## src/rtl/l2_ring_filler.sv

```systemverilog
`default_nettype none
// ============================================================================
// l2_ring_filler: ring line-fill requester. It takes one L2 miss at a time and
// writes the LINE_SIZE returned beats into the L2 data array.
// Revision: 1.0
// ============================================================================
module l2_ring_filler #(
  parameter int LINE_SIZE  = 8,
  parameter int LINE_BYTES = 64,
  parameter int TIMEOUT    = 1024
) (
  input  logic        clk,
  input  logic        rst,
  input  logic        miss_valid,
  input  logic [63:0] miss_addr,
  output logic        miss_ready,
  output logic        ring_req,
  output logic [63:0] ring_addr,
  input  logic        ring_ready,
  input  logic [63:0] ring_rdata,
  output logic        l2_wr_en,
  output logic [63:0] l2_wr_addr,
  output logic [63:0] l2_wr_data,
  output logic        fill_done,
  output logic        fill_err,
  output logic [63:0] fill_addr,
  output logic        busy
);

  localparam int                BEAT_W    = (LINE_SIZE > 1) ? $clog2(LINE_SIZE) : 1;
  localparam int                TO_W      = $clog2(TIMEOUT);
  localparam logic [63:0]       LINE_MASK = 64'(LINE_BYTES - 1);
  localparam logic [BEAT_W-1:0] LAST_BEAT = BEAT_W'(LINE_SIZE - 1);
  localparam logic [TO_W-1:0]   TO_LIMIT  = TO_W'(TIMEOUT - 1);

  typedef enum logic [1:0] {
    S_IDLE = 2'd0,
    S_REQ  = 2'd1,
    S_DONE = 2'd2,
    S_ERR  = 2'd3
  } state_t;

  state_t            state_q, state_d;
  logic [BEAT_W-1:0] beat_q, beat_d;
  logic [TO_W-1:0]   tcnt_q, tcnt_d;
  logic              miss_ready_q, miss_ready_d;
  logic              ring_req_q, ring_req_d;
  logic [63:0]       ring_addr_q, ring_addr_d;
  logic              l2_wr_en_q, l2_wr_en_d;
  logic [63:0]       l2_wr_addr_q, l2_wr_addr_d;
  logic [63:0]       l2_wr_data_q, l2_wr_data_d;
  logic              fill_done_q, fill_done_d;
  logic              fill_err_q, fill_err_d;
  logic [63:0]       fill_addr_q, fill_addr_d;
  logic              busy_q, busy_d;

  always_comb begin
    state_d      = state_q;
    beat_d       = beat_q;
    tcnt_d       = tcnt_q;
    ring_addr_d  = ring_addr_q;
    l2_wr_en_d   = 1'b0;
    l2_wr_addr_d = l2_wr_addr_q;
    l2_wr_data_d = l2_wr_data_q;
    fill_addr_d  = fill_addr_q;

    case (state_q)
      S_IDLE: begin
        if (miss_valid) begin
          // ring_addr doubles as the latched line base for the whole fill
          ring_addr_d = miss_addr & ~LINE_MASK;
          beat_d      = '0;
          tcnt_d      = '0;
          state_d     = S_REQ;
        end
      end
      S_REQ: begin
        if (ring_ready) begin
          l2_wr_en_d   = 1'b1;
          l2_wr_addr_d = ring_addr_q + (64'(beat_q) << 3);
          l2_wr_data_d = ring_rdata;
          tcnt_d       = '0;
          if (beat_q == LAST_BEAT) begin
            beat_d      = '0;
            fill_addr_d = ring_addr_q;
            state_d     = S_DONE;
          end else begin
            beat_d = beat_q + BEAT_W'(1);
          end
        end else if (tcnt_q == TO_LIMIT) begin
          tcnt_d      = '0;
          beat_d      = '0;
          fill_addr_d = ring_addr_q;
          state_d     = S_ERR;
        end else begin
          tcnt_d = tcnt_q + TO_W'(1);
        end
      end
      S_DONE:  state_d = S_IDLE;
      S_ERR:   state_d = S_IDLE;
      default: state_d = S_IDLE;
    endcase

    // Status outputs are registered decodes of the upcoming state
    miss_ready_d = (state_d == S_IDLE);
    ring_req_d   = (state_d == S_REQ);
    fill_done_d  = (state_d == S_DONE);
    fill_err_d   = (state_d == S_ERR);
    busy_d       = (state_d != S_IDLE);
  end

  always_ff @(posedge clk) begin
    if (rst) begin
      state_q      <= S_IDLE;
      beat_q       <= '0;
      tcnt_q       <= '0;
      miss_ready_q <= 1'b1;
      ring_req_q   <= 1'b0;
      ring_addr_q  <= '0;
      l2_wr_en_q   <= 1'b0;
      l2_wr_addr_q <= '0;
      l2_wr_data_q <= '0;
      fill_done_q  <= 1'b0;
      fill_err_q   <= 1'b0;
      fill_addr_q  <= '0;
      busy_q       <= 1'b0;
    end else begin
      state_q      <= state_d;
      beat_q       <= beat_d;
      tcnt_q       <= tcnt_d;
      miss_ready_q <= miss_ready_d;
      ring_req_q   <= ring_req_d;
      ring_addr_q  <= ring_addr_d;
      l2_wr_en_q   <= l2_wr_en_d;
      l2_wr_addr_q <= l2_wr_addr_d;
      l2_wr_data_q <= l2_wr_data_d;
      fill_done_q  <= fill_done_d;
      fill_err_q   <= fill_err_d;
      fill_addr_q  <= fill_addr_d;
      busy_q       <= busy_d;
    end
  end

  assign miss_ready = miss_ready_q;
  assign ring_req   = ring_req_q;
  assign ring_addr  = ring_addr_q;
  assign l2_wr_en   = l2_wr_en_q;
  assign l2_wr_addr = l2_wr_addr_q;
  assign l2_wr_data = l2_wr_data_q;
  assign fill_done  = fill_done_q;
  assign fill_err   = fill_err_q;
  assign fill_addr  = fill_addr_q;
  assign busy       = busy_q;

endmodule
`default_nettype wire
```

## config.mk

```make
export PLATFORM = sky130hd
export DESIGN_NAME = l2_ring_filler
export DESIGN_NICKNAME = d
export VERILOG_FILES = /design/src/rtl/l2_ring_filler.sv
export SDC_FILE = /design/constraint.sdc
export NUM_CORES = 1
export LEC_CHECK = 0
export CAP_MARGIN = 20
export CORE_UTILIZATION = 40
export DETAILED_ROUTE_END_ITERATION = 10
export HOLD_SLACK_MARGIN = 0.15
export MAX_ROUTING_LAYER = met4
export PLACE_DENSITY = 0.75
export SLEW_MARGIN = 20
export SYNTH_ARGS = -nofsm -noshare
export SYNTH_HDL_FRONTEND = slang
export SYNTH_SLANG_ARGS = --single-unit
```

## constraint.sdc

```tcl
create_clock -name clk -period 2.11 [get_ports clk]
set_input_delay 0.422 -clock clk [delete_from_list [all_inputs] [get_ports clk]]
set_output_delay 0.422 -clock clk [all_outputs]
set_load 0.02 [all_outputs]
```

# After elaboration in Yosys (flattened, before gate mapping)
# Index checks and enable logic that the tools add are counted.
# word_totals
inputBits,132
ff_bits,271
out_inout_bits,262
# op_classes
mux,18
n_addsub,3
n_bitwise,1
reduce_logical,12
n_eq_ne,11
# ops
operator,count
two-way mux 64 bit,3
adder 64 x 6 -> 64 bit,1
two-way mux 10 bit,3
one-hot mux 10 bit (2 select lines),1
two-way mux 3 bit,4
"adder 10 x 1 -> 10 bit, second input constant",1
"== test 10 bit, second input constant",1
"== test 2 bit, second input constant",4
two-way mux 2 bit,4
one-hot mux 2 bit (3 select lines),1
one-hot mux 3 bit (2 select lines),1
AND reduction 2 bit,3
AND reduction 3 bit,2
nonzero test 2 bit,3
"== test 2 x 1 -> 1 bit, second input constant",2
logical NOT 2 bit,2
OR reduction 2 bit,2
"adder 3 x 1 -> 3 bit, second input constant",1
"== test 3 bit, second input constant",1
"inequality test 3 bit, second input constant",1
"inequality test 2 x 1 -> 1 bit, second input constant",1
"inequality test 2 bit, second input constant",1
two-way mux 1 bit,1
NOT 1 bit,1

# Longest topological paths before layout
# Gate-level depths: netlist (run 1).
# logic_depth
ltp_word,5
depth_mapped,8
mapped_depth_nobuf,6

# Worst setup path after synthesis (run 1)
# Ideal clock, no wire load.
# synth_path
path_kind,reg-to-reg
start,register tcnt_q[0]
end,register fill_addr_q[43] (netlist: fill_addr[43])
path_stages_with_launch,8
synth_period_minus_slack_ps,1757
required_time_ps,2040
setup_time_ps,70
n_path_buf,2
t_arrival_ps,1687
path_slack_ps,353
cell_sequence,dfxtp_1 -> ha_1 -> nand4_1 -> nor4_2 -> buf_2 -> buf_4 -> o211ai_1 -> a21oi_1
# synth_between
elab_chain_cells,3
# synth_rtl
element,line_no,rtl
"start, declared",45,"logic [TO_W-1:0] tcnt_q, tcnt_d;"
"start signal, assigned",130,tcnt_q <= tcnt_d;
== test 10 bit,90,end else if (tcnt_q == TO_LIMIT) begin
nonzero test 2 bit (no source line),-,
AND reduction 3 bit (no source line),-,
"end signal, assigned",139,fill_addr_q <= fill_addr_d;
"end, declared",54,"logic [63:0] fill_addr_q, fill_addr_d;"
# Every way passes these cells.
# A chain may end at the register's enable or synchronous reset.

# Worst setup path in the final report (run 1)
# layout_path
start,register ring_addr_q[11] (netlist: ring_addr[11])
end,output ring_addr[11]
# layout_lines
element,line_no,rtl
"start, declared",48,"logic [63:0] ring_addr_q, ring_addr_d;"
"start signal, assigned",133,ring_addr_q <= ring_addr_d;
"end, declared",18,"output logic [63:0] ring_addr,"
# No word-level cell between the ends.

==> impl_metrics.json, run 1 <==
{
  "synth_edf_count": 0,
  "finalHoldViolCount": 0,
  "fin_worst_skew_ns": 0.0121,
  "dr.pass1.iters": 5,
  "cap_violations": 0,
  "crit_family": "buffers and inverters",
  "cts.sinks": 262,
  "relSlewSlack": 0.642,
  "num_vias": 9441,
  "ctsHoldBuffers": 0,
  "synth.area.top_cells": "dfxtp_1 (55%), nand2_1 (15%), a21oi_1 (13%), o211ai_1 (4.5%), nand3_1 (3.2%)",
  "routed_wl_mm": 31.2,
  "yosysTopAreaCell": "dfxtp_1",
  "dpl.cell_count": 1797,
  "drc": 0,
  "fmax_mhz": 484,
  "grt.total_usage": 0.247,
  "critPathMaxStageDelay_ns": 0.67,
  "clk_path_buf_depth": 3,
  "synth_cells": 1183,
  "areaGrowthSynthToFinish_pct": 52.2,
  "cp.required_ns": 1.69,
  "critPathBufInv": 1,
  "boundaryPins": 394,
  "antenna_found_initial": 2,
  "ys_seq_area_frac": 0.546,
  "vias_per_cell": 5.10,
  "dieArea_um2": 24600,
  "cts-root-buf": "clkbuf_16",
  "yosysWarnings": 0,
  "grt_pass1_wl_mm": 47.3,
  "fin_tns_setup_ns": 0,
  "grt_pass1_vias": 8661,
  "synth_top_area_share": 0.546,
  "tritoncts": "yes",
  "synth_area_per_cell_um2": 8.12,
  "ant_nets": 0,
  "worst_slew_pin_slew_ns": 0.538,
  "slowest_stage": "clkdlybuf4s50_1",
  "grt-ovfl-total": 0,
  "core_um2": 23500,
  "status": "finished, final reports clean",
  "drive_above_1_share": 0.0562,
  "finalMaxSlewViolations": 0,
  "ys_seq_elements": 262,
  "power_density_nw_per_um2": 776,
  "place_congestion": 0.849,
  "htree_levels": 1,
  "critPathArrivalTime_ns": 1.64,
  "finalPower_mw": 11.3,
  "async_flop_share": 0,
  "die_w_um": 157,
  "nNetsFinal": 1643,
  "p_leak_nw": 5.11,
  "synth_flop_cell": "dfxtp_1",
  "grt_max_degree": 116,
  "postCtsSetupBuffers": 0,
  "final_cells": 1851,
  "wl_per_cell_um": 16.8,
  "peakVddDrop_uv": 487,
  "fin_crit_ns": 2.06,
  "rsz0062_at_grt": "no",
  "clk_pin_slew_ns": 0.06,
  "setup_viol": 0,
  "synth.cell_area_um2": 9600,
  "ys_types": 41,
  "hp-class": "input port to register",
  "end_kind": "output pin",
  "placement_rows": 56,
  "port_buffers": 372,
  "final_core_util": 0.623,
  "dp_hpwl_mm": 20.9,
  "cp_max_fo": 4,
  "fp.dieH_um": 157,
  "critical_path_class": "register to output pin",
  "min_period_over_period": 0.978,
  "path_cells": "clkdlybuf4s50_1",
  "insertion_delay_ns": 0.55,
  "cts_made_buffers": 28,
  "cts.repair.resized": 0,
  "cp-start-kind": "register",
  "drt_iter0_drc": 643,
  "initial_core_util": 0.409
}
state kept, by name (all words and copies together), names as in the netlist:
register and count:
l2_wr_data 64, l2_wr_addr 61, fill_addr 58, ring_addr 58, tcnt_q 10, beat_q 3, state_q 2, busy 1
fill_done 1, fill_err 1, l2_wr_en 1, miss_ready 1, ring_req 1
cells in the mapped netlist (3+ instances only):
master    instances
and2_1            4
a22o_1            4
nand3_1          62
nor2_1            7
buf_4            17
a21oi_1         250
buf_1             9
o211ai_1         58
inv_1             3
nand2_1         374
ha_1              3
clkbuf_1         78
dfxtp_1         262
a31oi_1           5
buf_2            14
stage by stage:
stage	instance area (um^2)	worst slack [ns]	hold WS (ns)
CTS	14600	0.00598	0.328
global placement	13700	-0.0148	0.441
detailed placement	13700	-0.0714	0.446
floorplan	9650	0.353	0.448
finish	14600	0.0457	0.347
global route	14600	0.00129	0.352
per-layer routing:
layer	track usage	wire length [um]
met5	-	0
met4	0.0999	1200
met3	0.0562	2460
met2	0.406	15000
met1	0.293	12500
power breakdown:
part           switching (mW)  internal (mW)
logic                   0.640          0.562
registers               0.116           5.09
clock network            2.04           2.90
final cells by class:
type,count,area [um^2]
flip-flops and latches,262,5250
diodes,2,5.00
repair buffers,399,4110
multi-input cells,814,3910
clock buffers,38,798
clock inverters,14,139
well taps,319,399
fillers,2039,8860
inverters,3,11.3
path summary, 6_finish.rpt:
path / startpoint / to / slack, ns / cells past startpoint
setup / recovery: ring_addr[11] / ring_addr[11] / 0.05 / 1
hold / removal: rst / tcnt_q[0] / 0.35 / 2
setup reg to reg: tcnt_q[0] / fill_addr[13] / 0.16 / 6
hold reg to reg: l2_wr_data[13] / l2_wr_data[13] / 0.45 / 2
cells in the final DEF (no fill, tap or decap), types with 2 or more instances in the layout:
cell	instances
nand2_1	371
clkdlybuf4s50_1	366
dfxtp_1	262
a21oi_1	250
nand3_1	62
o211ai_1	58
clkbuf_16	28
conb_1	15
buf_12	13
buf_4	13
clkinv_2	9
nor2_1	7
clkbuf_8	7
a31oi_1	5
dlymetal6s2s_1	5
a22o_1	4
clkbuf_1	4
inv_1	3
ha_1	3
diode_2	2
nor3_1	2
nand4_1	2
and2_2	2
nand2_2	2
and3_1	2
o21ai_0	2
nand2b_1	2
o21ai_1	2
xnor2_1	2
clkinv_4	2
bufinv_16	2
cells by family after synthesis:
logic type,after synthesis,share of synthesized area
flip-flops,262,0.546
multiplexers,2,0.00222
other,1,0.000391
AND/OR/NAND/NOR,464,0.197
XOR/XNOR,2,0.00182
adder cells (fa/ha/maj),3,0.00391
buffers and inverters,121,0.0558
AO/OA/AOI/OAI,328,0.192
Power figures use the tool's default switching activity.
==> inputs of run 2 (changes only) <==
--- a/config.mk
+++ b/config.mk
@@ -7,6 +7,7 @@
 export LEC_CHECK = 0
 export CAP_MARGIN = 20
 export CORE_UTILIZATION = 40
+export CTS_CLUSTER_DIAMETER = 30
 export DETAILED_ROUTE_END_ITERATION = 10
 export HOLD_SLACK_MARGIN = 0.15
 export MAX_ROUTING_LAYER = met4
==> impl_metrics.json, run 2 (synthesis gave the netlist of run 1 again) <==
{
  "status": "finished, final reports clean",
  "placed_cell_area_um2": 13700,
  "cp_max_fo": 4,
  "clk_path_buf_depth": 3,
  "tritoncts": "yes",
  "p_leak_nw": 5.43,
  "drt_iter0_drc": 582,
  "fmax_mhz": 487,
  "reg2regPathDepth": 6,
  "fin_ws_ns": 0.0572,
  "insertion_delay_ns": 0.53,
  "finalHoldViolCount": 0,
  "num_vias": 9623,
  "cap_violations": 0,
  "routed_wl_mm": 31.8,
  "crit_family": "buffers and inverters",
  "path_cells": "clkdlybuf4s50_1",
  "whs_endpoint": "l2_wr_data[28]",
  "die_w_um": 157,
  "ant_nets": 0,
  "nNetsFinal": 1666,
  "hp-class": "input port to register",
  "largest_register_ffs": 64,
  "peakVddDrop_uv": 664,
  "critical_path_class": "register to output pin",
  "slowest_stage": "clkdlybuf4s50_1",
  "r2r_slack_ns": 0.15,
  "cts.sinks": 262,
  "r2r_start": "tcnt_q[0]",
  "critPathMaxStageDelay_ns": 0.65,
  "grt_pass1_wl_mm": 48.2,
  "hp-start": "rst",
  "port_buffers": 372,
  "fin_area_um2": 15400,
  "placement_rows": 56,
  "rsz0062_at_grt": "no",
  "fp.dieH_um": 157,
  "finalPower_mw": 14.5,
  "critPathArrivalTime_ns": 1.63,
  "dp_slack_ns": -0.0714,
  "place_congestion": 0.849,
  "dr.pass1.iters": 5,
  "cts-root-buf": "clkbuf_16",
  "end_kind": "output pin",
  "cts_made_buffers": 51,
  "fin_crit_ns": 2.05,
  "wl_per_cell_um": 16.8,
  "fillCellCount": 1924,
  "vias_per_cell": 5.09,
  "finalMaxSlewViolations": 0,
  "cp-start-kind": "register",
  "htree_levels": 2,
  "areaGrowthSynthToFinish_pct": 60.6,
  "grt_max_degree": 116,
  "cp.required_ns": 1.69,
  "clk_pin_slew_ns": 0.05,
  "r2r-end": "fill_addr[26]",
  "setup_viol": 0,
  "initial_core_util": 0.409,
  "dieArea_um2": 24600,
  "worst_slew_pin_slew_ns": 0.537,
  "core_um2": 23500,
  "dp_hpwl_mm": 20.9,
  "final_cell_mix": "nand2_1 (371), clkdlybuf4s50_1 (370), dfxtp_1 (262)",
  "min_period_over_period": 0.973,
  "hold_slack_ns": 0.371,
  "fin_worst_skew_ns": 0.0154,
  "relSlewSlack": 0.642,
  "drc": 0,
  "antenna_found_initial": 1,
  "grt-ovfl-total": 0,
  "ctsHoldBuffers": 0,
  "grt.total_usage": 0.254,
  "power_density_nw_per_um2": 941,
  "critPathBufInv": 1,
  "drive_above_1_share": 0.0764,
  "boundaryPins": 394,
  "final_common_cell": "nand2_1",
  "hold_depth": 2,
  "grt_pass1_vias": 9014
}
[run 2: changes by cell type in the layout (fill, tap and decap cells not counted)]
cell | previous run | this run
diode_2 | 2 | 1
clkbuf_1 | 4 | 10
clkbuf_8 | 7 | 10
clkinv_8 | 1 | 0
clkinvlp_4 | 0 | 3
clkdlybuf4s50_1 | 366 | 370
dlymetal6s2s_1 | 5 | 1
clkbuf_16 | 28 | 53
bufinv_16 | 2 | 6
[run 2: area by class of cell]
type | count | area (um^2) | share of cell area
well taps | 319 | 399 | 0.0259
clock inverters | 20 | 265 | 0.0172
repair buffers | 399 | 4100 | 0.266
flip-flops and latches | 262 | 5250 | 0.340
inverters | 3 | 11.3 | 0.000730
clock buffers | 72 | 1490 | 0.0965
multi-input cells | 814 | 3910 | 0.253
diodes | 1 | 2.50 | 0.000162
[run 2: report_power, final]
part	switching, mW	internal, mW
clock network	2.50	5.58
logic	0.641	0.563
registers	0.117	5.11
total	3.26	11.3
[run 2: metrics by stage]
stage / util / TNS, ns / instances
after floorplan: - / 0 / 1197
after global placement: 0.582 / -0.0148 / 1797
after detailed placement: 0.582 / -0.157 / 1797
after CTS: 0.656 / 0 / 1889
after global routing: 0.657 / 0 / 1890
final: 0.657 / 0 / 1890
[run 2: routing by layer]
metal / part of all wire / track usage / vias up
met5: 0 / - / -
met2: 0.48 / 0.413 / 397
met4: 0.040 / 0.115 / 0
met3: 0.081 / 0.0686 / 91
met1: 0.40 / 0.292 / 4460
li1: - / - / 4675
[run 2: worst max-delay path by stage]
stage	from	end	slack, ns	cells after the start
after detailed placement	ring_ready	tcnt_q[9]	-0.07	5
after global placement	ring_ready	tcnt_q[9]	-0.01	5
after floorplan	tcnt_q[0]	fill_addr[43]	0.35	7
after global routing	tcnt_q[0]	fill_addr[23]	0.01	6
final	ring_addr[15]	ring_addr[15]	0.06	1
after CTS	ring_addr[7]	ring_addr[7]	0.01	1
[run 2: repair_timing]
action                                  4_1_cts  5_1_grt
gates resized for setup                       0        2
endpoints found under the hold margin         0        0
endpoints found under the setup margin        0       12
buffers inserted                              0        0
